==> src/rtl/timer_fsm_counter.sv <==
// timer_fsm_counter
// Stopwatch / kitchen-timer controller that owns its minutes:seconds count.
// It runs in one of two modes fixed at build time. In up mode it counts up
// from the value that was set. In down mode it counts down to 0:00 and can
// reload the preset. Pause keeps the sub-second tick phase, so resuming
// does not lose part of a second.
// Button inputs are single-cycle pulses from the debouncer. Every output is
// registered.

module timer_fsm_counter #(
    parameter int TICK_DIV   = 50000000,
    parameter int SEC_MAX    = 59,
    parameter int MIN_MAX    = 59,
    parameter int COUNT_DOWN = 0,
    parameter int SEC_W      = $clog2(SEC_MAX + 1),
    parameter int MIN_W      = $clog2(MIN_MAX + 1)
) (
    input  logic             clk,
    input  logic             reset,
    input  logic             start,
    input  logic             stop,
    input  logic             delete,
    input  logic             segDemand,
    input  logic             minDemand,
    output logic [SEC_W-1:0] seconds,
    output logic [MIN_W-1:0] minutes,
    output logic [2:0]       actualState,
    output logic             running,
    output logic             alarm
);

    // Width of the sub-second phase counter (TICK_DIV is at least 2).
    localparam int TICK_W = $clog2(TICK_DIV);

    localparam logic [TICK_W-1:0] L_TICK_LAST = TICK_W'(TICK_DIV - 1);
    localparam logic [SEC_W-1:0]  L_SEC_MAX   = SEC_W'(SEC_MAX);
    localparam logic [MIN_W-1:0]  L_MIN_MAX   = MIN_W'(MIN_MAX);
    localparam logic [SEC_W-1:0]  L_SEC_ONE   = SEC_W'(1);
    localparam bit                L_DOWN      = (COUNT_DOWN != 0);

    typedef enum logic [2:0] {
        ST_IDLE  = 3'b000,
        ST_SET   = 3'b001,
        ST_RUN   = 3'b010,
        ST_PAUSE = 3'b011,
        ST_DONE  = 3'b100
    } state_t;

    // Registered state, time, preset and sub-second phase.
    state_t             r_state;
    logic [SEC_W-1:0]   r_sec;
    logic [MIN_W-1:0]   r_min;
    logic [SEC_W-1:0]   r_psec;
    logic [MIN_W-1:0]   r_pmin;
    logic [TICK_W-1:0]  r_tick;
    logic               r_running;
    logic               r_alarm;

    // Next-state values produced by the combinational process.
    state_t             w_state_nxt;
    logic [SEC_W-1:0]   w_sec_nxt;
    logic [MIN_W-1:0]   w_min_nxt;
    logic [SEC_W-1:0]   w_psec_nxt;
    logic [MIN_W-1:0]   w_pmin_nxt;
    logic [TICK_W-1:0]  w_tick_nxt;

    logic               w_zero;
    logic               w_tick_wrap;
    logic               w_demand;

    // Wrapping increment used while the time is being set. The two fields
    // are independent, so a seconds wrap does not carry into the minutes.
    function automatic logic [SEC_W-1:0] f_sec_inc(input logic [SEC_W-1:0] v);
        return (v == L_SEC_MAX) ? '0 : v + 1'b1;
    endfunction

    function automatic logic [MIN_W-1:0] f_min_inc(input logic [MIN_W-1:0] v);
        return (v == L_MIN_MAX) ? '0 : v + 1'b1;
    endfunction

    assign w_zero      = (r_sec == '0) && (r_min == '0);
    assign w_tick_wrap = (r_tick == L_TICK_LAST);
    assign w_demand    = segDemand || minDemand;

    // Next-state, next-time and next-phase logic. Inputs are tested in the
    // order delete, stop, start, demand, so a higher-priority pulse masks
    // the lower ones in the same cycle.
    always_comb begin
        w_state_nxt = r_state;
        w_sec_nxt   = r_sec;
        w_min_nxt   = r_min;
        w_psec_nxt  = r_psec;
        w_pmin_nxt  = r_pmin;
        w_tick_nxt  = r_tick;

        case (r_state)
            ST_IDLE, ST_SET: begin
                if (delete) begin
                    w_state_nxt = ST_IDLE;
                    w_sec_nxt   = '0;
                    w_min_nxt   = '0;
                    w_tick_nxt  = '0;
                end else if (stop) begin
                    // stop has no action here but still masks start/demand
                    w_state_nxt = r_state;
                end else if (start) begin
                    // A down-counter cannot start from 0:00.
                    if (!(L_DOWN && w_zero)) begin
                        w_state_nxt = ST_RUN;
                        w_psec_nxt  = r_sec;
                        w_pmin_nxt  = r_min;
                        w_tick_nxt  = '0;
                    end
                end else if (w_demand) begin
                    // The pulse that leaves IDLE also applies its increment.
                    w_state_nxt = ST_SET;
                    if (segDemand) begin
                        w_sec_nxt = f_sec_inc(r_sec);
                    end
                    if (minDemand) begin
                        w_min_nxt = f_min_inc(r_min);
                    end
                end
            end

            ST_RUN: begin
                if (delete) begin
                    w_state_nxt = ST_IDLE;
                    w_sec_nxt   = '0;
                    w_min_nxt   = '0;
                    w_tick_nxt  = '0;
                end else if (stop) begin
                    // Freeze both the phase and the time on this edge.
                    w_state_nxt = ST_PAUSE;
                end else if (!w_tick_wrap) begin
                    w_tick_nxt = r_tick + 1'b1;
                end else begin
                    w_tick_nxt = '0;
                    if (L_DOWN) begin
                        if (r_sec == '0) begin
                            w_sec_nxt = L_SEC_MAX;
                            w_min_nxt = r_min - 1'b1;
                        end else begin
                            w_sec_nxt = r_sec - 1'b1;
                            // Enter DONE on the same edge that shows 0:00.
                            if ((r_min == '0) && (r_sec == L_SEC_ONE)) begin
                                w_state_nxt = ST_DONE;
                            end
                        end
                    end else begin
                        if (r_sec != L_SEC_MAX) begin
                            w_sec_nxt = r_sec + 1'b1;
                        end else if (r_min != L_MIN_MAX) begin
                            w_sec_nxt = '0;
                            w_min_nxt = r_min + 1'b1;
                        end else begin
                            // Full scale reached: hold MIN_MAX:SEC_MAX.
                            w_state_nxt = ST_DONE;
                        end
                    end
                end
            end

            ST_PAUSE: begin
                if (delete) begin
                    w_state_nxt = ST_IDLE;
                    w_sec_nxt   = '0;
                    w_min_nxt   = '0;
                    w_tick_nxt  = '0;
                end else if (stop) begin
                    w_state_nxt = ST_PAUSE;
                end else if (start) begin
                    // Resume with the frozen phase; the tick is not cleared.
                    w_state_nxt = ST_RUN;
                end
            end

            ST_DONE: begin
                if (delete) begin
                    w_state_nxt = ST_IDLE;
                    w_sec_nxt   = '0;
                    w_min_nxt   = '0;
                    w_tick_nxt  = '0;
                end else if (stop) begin
                    w_state_nxt = ST_DONE;
                end else if (start && L_DOWN) begin
                    // Kitchen-timer restart: reload the preset and rerun.
                    w_state_nxt = ST_RUN;
                    w_sec_nxt   = r_psec;
                    w_min_nxt   = r_pmin;
                    w_tick_nxt  = '0;
                end
            end

            default: begin
                // Undefined encodings recover to a clean IDLE.
                w_state_nxt = ST_IDLE;
                w_sec_nxt   = '0;
                w_min_nxt   = '0;
                w_tick_nxt  = '0;
            end
        endcase
    end

    // State, counters and flags. The flags are decoded from the next state,
    // so they change on the same edge as the state.
    always_ff @(posedge clk) begin
        if (reset) begin
            r_state   <= ST_IDLE;
            r_sec     <= '0;
            r_min     <= '0;
            r_psec    <= '0;
            r_pmin    <= '0;
            r_tick    <= '0;
            r_running <= 1'b0;
            r_alarm   <= 1'b0;
        end else begin
            r_state   <= w_state_nxt;
            r_sec     <= w_sec_nxt;
            r_min     <= w_min_nxt;
            r_psec    <= w_psec_nxt;
            r_pmin    <= w_pmin_nxt;
            r_tick    <= w_tick_nxt;
            r_running <= (w_state_nxt == ST_RUN);
            r_alarm   <= (w_state_nxt == ST_DONE);
        end
    end

    assign seconds     = r_sec;
    assign minutes     = r_min;
    assign actualState = r_state;
    assign running     = r_running;
    assign alarm       = r_alarm;

endmodule

==> config.mk <==
export PLATFORM = sky130hd
export DESIGN_NAME = timer_fsm_counter
export DESIGN_NICKNAME = d
export VERILOG_FILES = /design/src/rtl/timer_fsm_counter.sv
export SDC_FILE = /design/constraint.sdc
export NUM_CORES = 1
export LEC_CHECK = 0
export ABC_CLOCK_PERIOD_IN_PS = 3400
export CORE_MARGIN = 5
export CORE_UTILIZATION = 61
export CTS_CLUSTER_SIZE = 24
export DETAILED_ROUTE_END_ITERATION = 12
export PLACE_DENSITY = 0.83
export SLEW_MARGIN = 40
export SYNTH_ARGS = -nofsm -noshare
export SYNTH_HDL_FRONTEND = slang
export SYNTH_SLANG_ARGS = --single-unit
==> constraint.sdc <==
create_clock -name clk -period 3.4 [get_ports clk]
set_input_delay 0.68 -clock clk [delete_from_list [all_inputs] [get_ports clk]]
set_output_delay 0.68 -clock clk [all_outputs]
set_load 0.1 [all_outputs]
---- Yosys cells after proc, flatten, opt, wreduce, memory -nomap -nowiden ----
Cells that the tools add are included.
storage, ports and cells
  register bits ........................... 43
  latch bits .............................. 0
  bits in writable memories ............... 0
  memory bits (read-only) ................. 0
  output and inout bits ................... 17
  word-level logic and storage cells ...... 87
  memories ................................ 0
cells by class
  $add $sub $neg .......................... 3
  multiply operators ...................... 0
  div/mod/pow operators ................... 0
  order comparisons ....................... 0
  eq/ne operators ......................... 23
  shift operators ......................... 0
  mux-type cells .......................... 48
  bitwise operators ....................... 0
  reduce and logical (&&, ||, !) cells .... 7
operators with widths
  kind                   number
  $mux 26                7
  $mux 6                 23
  $pmux 26 s3            1
  $mux 3                 14
  $pmux 6 s3             2
  $ne 3x3->1 const B     10
  $add 26x1->26 const B  1
  $eq 26x26->1 const B   1
  $add 6x1->6 const B    2
  $eq 6x6->1 const B     2
  $ne 6x6->1 const B     2
  $pmux 3 s4             1
  $eq 3x2->1 const B     3
  $reduce_and 9->1       1
  $reduce_and 8->1       1
  $eq 3x3->1 const B     2
  $ne 4x4->1 const B     1
  $reduce_and 4->1       1
  $reduce_or 2->1        2
  $eq 3x1->1 const B     1
  $logic_not 3->1        1
  $ne 2x1->1 const B     1
  $logic_or 1x1->1       1

---- Logic depth before layout (Yosys ltp) ----
Gate-level depths: netlist of the first run.
  depth in word-level cells ............... 8
  gate-level depth with buffers ........... 9
  mapped depth without buffers ............ 6

---- Worst setup path before layout of the first run ----
OpenSTA, ideal clock, no wires.
  path type ............................... reg2reg
  from .................................... reg r_state[2] (netlist: actualState[2])
  to ...................................... reg r_tick[15]
  setup time .............................. 0.070 ns
  data arrival time ....................... 2.552 ns
  path slack .............................. 0.778 ns
  stages on the path, launching flop included .. 9
  period minus slack after synthesis ...... 2.622 ns
  cells stage by stage .................... dfxtp_1 -> buf_6 -> or2_1 -> buf_2 -> or3_1 -> buf_2 -> a21o_2 -> or4b_1 -> a21oi_1
between the ends
  longest elaborated chain between the ends .. 4
RTL lines
  item                                                       RTL line  text
  from (decl)                                                50        state_t r_state;
  from (signal assigned)                                     218       r_state <= w_state_nxt;
  $eq 3x1->1, or another cell as far along                   --
  $reduce_or 2->1 (on tied branches)                         --
  $ne 3x3->1 (no source line) or $ne 2x1->1 (tied branches)  --
  $reduce_and 4->1 (no source line)                          --
  to (signal assigned)                                       223       r_tick <= w_tick_nxt;
  to (decl)                                                  55        logic [TICK_W-1:0] r_tick;
Parallel ways exist; a longest one is shown, timed or not.
A chain may end at the register's enable or synchronous reset.

---- Worst setup path after layout of the first run ----
  from .................................... in delete
  to ...................................... reg r_tick[15]
between the ends
  longest elaborated chain between the ends .. 2
RTL lines
  item                                                              RTL line  text
  from (decl)                                                       22        input logic delete,
  $ne 3x3->1 (no source line), or another cell as far along         --
  $reduce_and 4->1 (no source line) or $pmux 26 s3 (tied branches)  --
Parallel ways exist; a longest one is shown, timed or not.

==> results of run 1 <==
[registers in the layout (all words and copies together) (netlist names)]
register	count
actualState	3
running	1
seconds	6
alarm	1
r_tick	26
minutes	6
[per-stage QoR]
| stage | hold WS, ns | utilization | area, um2 | std cells | worst slack, ns |
|---|---|---|---|---|---|
| after floorplan | 0.447 | - | 2450 | 289 | 0.778 |
| after global placement | 0.460 | 0.679 | 2680 | 353 | 0.529 |
| after detailed placement | 0.486 | 0.676 | 2670 | 353 | 0.470 |
| after CTS | 0.499 | 0.710 | 2800 | 361 | 0.778 |
| after global routing | 0.525 | 0.710 | 2800 | 361 | 0.654 |
| final | 0.489 | 0.710 | 2800 | 361 | 0.768 |
[worst max-delay path by stage]
stage                               from                 endpoint  cells past startpoint
2_1_floorplan  actualState[2]$_SDFF_PP0_  r_tick[15]$_SDFFE_PP0P_                      8
3_3_place_gp                      delete  r_tick[15]$_SDFFE_PP0P_                      6
3_5_place_dp                      delete  r_tick[15]$_SDFFE_PP0P_                      6
4_1_cts                           delete  r_tick[15]$_SDFFE_PP0P_                      6
5_1_grt                             stop  r_tick[25]$_SDFFE_PP0P_                      6
6_report                          delete  r_tick[15]$_SDFFE_PP0P_                      6
[per-layer routing]
layer / routed length [um] / global-route usage / up-vias
met5: 0 / 0 / -
met4: 77 / 0.0785 / 0
met3: 295 / 0.0424 / 6
met2: 2500 / 0.358 / 56
met1: 2640 / 0.311 / 1046
li1: - / - / 1149
[worst min-delay path, delay by kind of cell, from the launching register on]
| family | cells | cell delay [ns] |
|---|---|---|
| AOI/OAI and AO/OA | 2 | 0.12 |
| DFF | 1 | 0.32 |
[layout by cell type (no fill, tap or decap), types with 3 or more instances in the layout]
cell type	count
a2111oi_0	6
o31ai_1	4
and4_1	4
or3_1	6
dfxtp_1	43
o21ai_0	8
o41ai_1	5
o2111ai_1	6
nand3_1	12
clkdlybuf4s50_1	6
buf_4	19
or4_1	4
nor3_1	9
a41oi_1	3
o211ai_1	3
xor2_1	8
nand2b_1	3
nand4_1	7
clkbuf_8	5
a211oi_1	7
or2_2	3
a21oi_1	14
ha_1	3
inv_1	9
nand2_1	23
xnor2_1	11
and2_1	6
and3_1	3
nor2_1	27
[power by group]
part / internal (mW) / total [mW] / switching, mW
Combinational: 0.0310 / 0.110 / 0.0786
Sequential: 0.508 / 0.514 / 0.00639
Clock: 0.294 / 0.472 / 0.178
[final cells by class]
type / count / area share
Timing Repair Buffer: 27 / 0.0760
Sequential cell: 43 / 0.308
Multi-Input combinational cell: 223 / 0.533
Inverter: 10 / 0.0134
Tap cell: 50 / 0.0224
Clock inverter: 2 / 0.0215
Clock buffer: 6 / 0.0259
[cells by family after synthesis]
family / Yosys count / synth area share
simple gates: 125 / 0.294
compound gates: 74 / 0.223
flops: 43 / 0.351
buf+inv: 23 / 0.0408
xor+xnor: 19 / 0.0678
fa+ha+maj: 3 / 0.0153
mux: 2 / 0.00867
==> summary.md, run 1 <==
| Metric | Value |
|---|---|
| Status | completed |
| Reg2reg end | r_tick[13]$_SDFFE_PP0P_ |
| Worst setup EP type | flip-flop |
| CTS buffer count | 5 |
| Ys flop type | dfxtp_1 |
| HP Start | r_tick[25]$_SDFFE_PP0P_ |
| Min Tclk post-route | 2.63 ns |
| Clk slew on worst S/H paths | 0.08 ns |
| Die H | 73.4 um |
| Synthesized Nets | 299 |
| Die extent in x | 73.4 um |
| First-pass detailed-route iteration total | 4 |
| Initial antenna violation count | 0 |
| Via/cell ratio | 6.25 |
| CP Cell Sequence | clkdlybuf4s50_1, or2_1, or3_1, a21o_2, or4b_1, a21oi_1 |
| Initial DRC Count | 298 |
| Routed Antenna Nets | 0 |
| Cts repair resizes | 0 |
| CTS tree | done |
| Clock Latency Late Sink | 0.30 ns |
| Dpl hpwl | 4.01 mm |
| Hold WC Path Type | reg -> reg |
| Multi-input gate area | 1490 um2 |
| Slowest-stage cell, CP | or4b_1 |
| Nets | 320 |
| Port bufs | 23 |
| Hold path depth | 2 |
| Max-slew violations | 0 |
| Setup Viol. Count Final | 0 |
| Min-Delay Endpoint | r_tick[25]$_SDFFE_PP0P_ |
| Critical path class | in -> reg |
| Area growth syn-to-layout | 14.1% |
| Vias in the first global route | 2087 |
| Number of H-tree levels | 2 |
| CTS sink count | 43 |
| Ratio of cells with drive above 1 in the final layout | 0.135 |
| Post-synth EDFFs | 0 |
| Largest net degree at the start of global routing | 19 |
| Post-CTS Setup Repair Bufs | 0 |
| Crit-path max cell delay | 0.51 ns |
| Flop2flop setup slack | 1.05 ns |
| Synth warnings | 0 |
| Worst Path Required | 3.62 ns |
| Worst r2r src | r_tick[7]$_SDFFE_PP0P_ |
| First-pass GRT wire length | 9.73 mm |
| Setup TNS | 0 ns |
| Die area | 5390 um2 |
| Fillers | 330 |
| Root buffer selected by CTS | clkbuf_8 |
| Fin. Hold Viols | 0 |
| Row Count | 23 |
| Core area | 3940 um2 |
| DR vias | 2257 |
| Worst Reg-to-Reg Cells | 6 |
| Synth top area share | 0.351 |
| Most frequent cells after synthesis | dfxtp_1, nor2_1, nand2_1 |
| Routability cong. | 0.912 |
| Fmax | 0.380 GHz |
| Final Skew | 0.00634 ns |
| RSZ-0062 raised after global routing | false |
| Post-synth cell types | 58 |
| GRT overflow | 0 |
| Worst slew margin relative to its limit | 0.555 |
| Initial core utilization | 0.622 |
| Max-Cap Viols | 0 |
| # diodes | 0 |
| Least-Margin Pin Slew | 0.651 ns |
| Final Power | 1.10 mW |
| Crit path max-delay family | simple AND/OR/NAND/NOR gates |
| Pwr dens | 392 nW/um2 |
| Worst vdd rail ir drop | 269 uV |
| Sequential share of the synthesized area | 0.351 |
| CP arrival | 2.86 ns |
| Count leader, synth | dfxtp_1 |
| Fraction of registers with async set/reset | 0 |
| WL per Instance | 15.3 um |
| Top cells by area, synth | dfxtp_1, nor2_1, xnor2_1, nand2_1, a21oi_1 |
| Storage element area | 861 um2 |
| Total track usage | 0.227 |
| Avg Synthesized Cell Area | 8.49 um2 |
| Detailed-route wire length | 5.51 mm |
| Leakage Power | 0.927 nW |
| DRC | 0 |
| Clock Path Buffers | 2 |
| Worst-path maximum fanout | 9 |
| Syn Inst Count | 289 |
| Yosys top cell by area | dfxtp_1 |
| FF+latch count, synth | 43 |
| Bufs and invs on worst path | 1 |
| Synth Cell Area | 2450 um2 |
| Top Ports | 24 |
| Final Cycle Share | 0.774 |
| Post-CTS Hold Fix Bufs | 0 |
| CP startpoint kind | input port |
(Power assumes the default switching activity.)
==> run 2: changes to the inputs <==
--- a/config.mk
+++ b/config.mk
@@ -5,12 +5,12 @@
 export SDC_FILE = /design/constraint.sdc
 export NUM_CORES = 1
 export LEC_CHECK = 0
-export ABC_CLOCK_PERIOD_IN_PS = 3400
+export ABC_CLOCK_PERIOD_IN_PS = 2200
 export CORE_MARGIN = 5
-export CORE_UTILIZATION = 61
+export CORE_UTILIZATION = 51
 export CTS_CLUSTER_SIZE = 24
 export DETAILED_ROUTE_END_ITERATION = 12
-export PLACE_DENSITY = 0.83
+export PLACE_DENSITY = 0.74
 export SLEW_MARGIN = 40
 export SYNTH_ARGS = -nofsm -noshare
 export SYNTH_HDL_FRONTEND = slang
==> constraint.sdc (replaced) <==
create_clock -name clk -period 2.2 [get_ports clk]
set_input_delay 0.44 -clock clk [delete_from_list [all_inputs] [get_ports clk]]
set_output_delay 0.44 -clock clk [all_outputs]
set_load 0.1 [all_outputs]
==> run 2 against run 1 <==
Compared with the run above: the flow now finishes with violations (negative setup slack); count of clock-buffer cells in the layout up 1; non-clock buffer count up 59; first-iteration DRC count down 42%; global-route usage down 1.0 points; highest routed layer unchanged.
==> summary.md, run 2 (synthesis results as in run 1) <==
| Metric | Value |
|---|---|
| CP startpoint kind | flip-flop |
| Max-slew violations | 0 (unchanged) |
| Fillers | 365 (+11%) |
| Ratio of cells with drive above 1 in the final layout | 0.359 (+0.224) |
| Post-CTS Hold Fix Bufs | 0 (unchanged) |
| Flop2flop setup slack | -0.02 ns (-1.07 ns) |
| Via/cell ratio | 6.19 (-0.98%) |
| Least-Margin Pin Slew | 0.534 ns (-0.117 ns) |
| Final Util | 0.721 (+0.0114) |
| CTS buffer count | 5 (unchanged) |
| Worst-path maximum fanout | 7 (-2) |
| Vias in the first global route | 2365 (+13%) |
| Top Ports | 24 (unchanged) |
| Max reg flops | 26 (unchanged) |
| Initial core utilization | 0.523 (-0.0994) |
| Row Count | 25 (+8.7%) |
| Final Non-Filler Cells | 424 (+17%) |
| Die area | 6300 um2 (+17%) |
| Core area | 4690 um2 (+19%) |
| Total track usage | 0.217 (-0.0101) |
| CP Depth | 6 (unchanged) |
| CP endpoint | seconds[1]$_SDFFE_PP0P_ |
| Crit-path max cell delay | 0.55 ns (+0.04 ns) |
| Final Cycle Share | 1.01 |
| Critical Path Start | r_tick[24]$_SDFFE_PP0P_ |
| Clk slew on worst S/H paths | 0.08 ns (about the same) |
| First-pass detailed-route iteration total | 5 (+1) |
| CTS tree | done |
| Worst vdd rail ir drop | 319 uV (+18%) |
| Pwr dens | 460 nW/um2 (+17%) |
| Reg2reg end | seconds[1]$_SDFFE_PP0P_ |
| First-pass GRT wire length | 11.1 mm (+14%) |
| Largest net degree at the start of global routing | 18 (-1) |
| Clock Path Buffers | 2 (unchanged) |
| WL per Instance | 16.1 um (+5.4%) |
| CTS sink count | 43 (unchanged) |
| DRC | 0 (unchanged) |
| CP arrival | 2.46 ns (-0.40 ns) |
| Worst Path Required | 2.44 ns (-1.18 ns) |
| RSZ-0062 raised after global routing | true |
| Worst setup EP type | flip-flop |
| Worst r2r src | r_tick[24]$_SDFFE_PP0P_ |
| Setup Viol. Count Final | 2 (+2) |
| Area growth syn-to-layout | 37.9% |
| Worst Reg-to-Reg Cells | 6 (unchanged) |
| Initial antenna violation count | 0 (unchanged) |
| Slowest-stage cell, CP | or4bb_4 |
| Crit path max-delay family | simple AND/OR/NAND/NOR gates |
| Fin. Hold Viols | 0 (unchanged) |
| # diodes | 0 (unchanged) |
| Dpl cell area | 3110 um2 (+17%) |
| # placed instances | 412 (+17%) |
| Root buffer selected by CTS | clkbuf_8 |
| Worst slew margin relative to its limit | 0.641 (+0.0863) |
| Dpl ws | -0.211 ns (-0.682 ns) |
| Design area | 3380 um2 (+21%) |
| Setup TNS | -0.0357 ns (-0.0357 ns) |
| Bufs and invs on worst path | 1 (unchanged) |
| Min setup slack post-route | -0.0245 ns (-0.793 ns) |
| Final Skew | 0.00667 ns (+0.000336 ns) |
| Most frequent cells in the layout | buf_4, dfxtp_1, nor2_1 |
| Clock Latency Late Sink | 0.30 ns (about the same) |
| Number of H-tree levels | 2 (unchanged) |
| Status | finished with violations |
| Die H | 79.4 um (+8.1%) |
| Nets | 379 (+18%) |
| Biggest register | r_tick |
| Routed Antenna Nets | 0 (unchanged) |
| Dpl hpwl | 4.74 mm (+18%) |
| Port bufs | 23 (unchanged) |
| Failing checks | negative setup slack |
| GRT overflow | 0 (unchanged) |
| Hold WC Path Type | reg -> reg |
| Leakage Power | 1.25 nW (+35%) |
| Fmax | 0.450 GHz |
| DR vias | 2625 (+16%) |
| Leading cell type in the layout, fill and taps excluded | buf_4 |
| Initial DRC Count | 173 (-42%) |
| Min Tclk post-route | 2.22 ns |
| CP Cell Sequence | or4bb_4, nor4_4, a21oi_4, buf_6, or4_4, a21oi_2 |
| Die extent in x | 79.4 um (+8.1%) |
| Critical path class | reg -> reg |
| Detailed-route wire length | 6.82 mm (+24%) |
| Routability cong. | 0.875 (-4.0%) |
| Max-Cap Viols | 0 (unchanged) |
run 2: cell count changes in the layout (fill, tap and decap cells not counted), sizes merged:
| cell | change |
|---|---|
| bufinv | -2 |
| clkbuf | +1 |
| buf | +59 |
| clkinv | +1 |
run 2: area by class of cell:
type | count | area, um2 | area share
clock buffers | 7 | 86.3 | 0.0255
well taps | 54 | 67.6 | 0.0200
inverters | 10 | 37.5 | 0.0111
multi-input cells | 223 | 1610 | 0.476
repair buffers | 86 | 691 | 0.204
flip-flops and latches | 43 | 886 | 0.262
clock inverters | 1 | 5.00 | 0.00148
run 2: routing by layer:
metal	wire (um)	vias to the layer above	track usage
met3	293	11	0.0317
met2	3310	85	0.359
li1	-	1258	-
met4	72	0	0.0636
met5	0	-	0
met1	3140	1271	0.293
run 2: power by group:
| group | switching, mW | total, mW | internal (mW) |
|---|---|---|---|
| Clock | 0.269 | 0.523 | 0.253 |
| Sequential | 0.0103 | 0.793 | 0.783 |
| Combinational | 0.147 | 0.240 | 0.0921 |
| Total | 0.427 | 1.56 | 1.13 |
run 2: worst min path at each step:
| stage | endpoint | start | cells past startpoint | slack [ns] |
|---|---|---|---|---|
| floorplan | r_tick[25]$_SDFFE_PP0P_ | r_tick[25]$_SDFFE_PP0P_ | 2 | 0.45 |
| global placement | seconds[4]$_SDFFE_PP0P_ | seconds[4]$_SDFFE_PP0P_ | 1 | 0.46 |
| detailed placement | seconds[0]$_SDFFE_PP0P_ | seconds[0]$_SDFFE_PP0P_ | 1 | 0.46 |
| CTS | seconds[4]$_SDFFE_PP0P_ | seconds[4]$_SDFFE_PP0P_ | 1 | 0.47 |
| global route | seconds[0]$_SDFFE_PP0P_ | seconds[0]$_SDFFE_PP0P_ | 1 | 0.50 |
| finish | seconds[0]$_SDFFE_PP0P_ | seconds[0]$_SDFFE_PP0P_ | 1 | 0.47 |
run 2: what timing repair did:
item                                    in CTS  in global routing
endpoints found under the setup margin       3                 10
gates resized for setup                      2                 34
gates cloned                                 0                  2
buffers inserted                             1                  2
pin swaps                                    1                 14
run 2: metrics by stage:
step	hold slack [ns]	total power [mW]
final	0.472	1.56
after global routing	0.496	1.61
after CTS	0.474	1.54
after detailed placement	0.462	1.02
after global placement	0.459	1.02
after floorplan	0.447	0.933
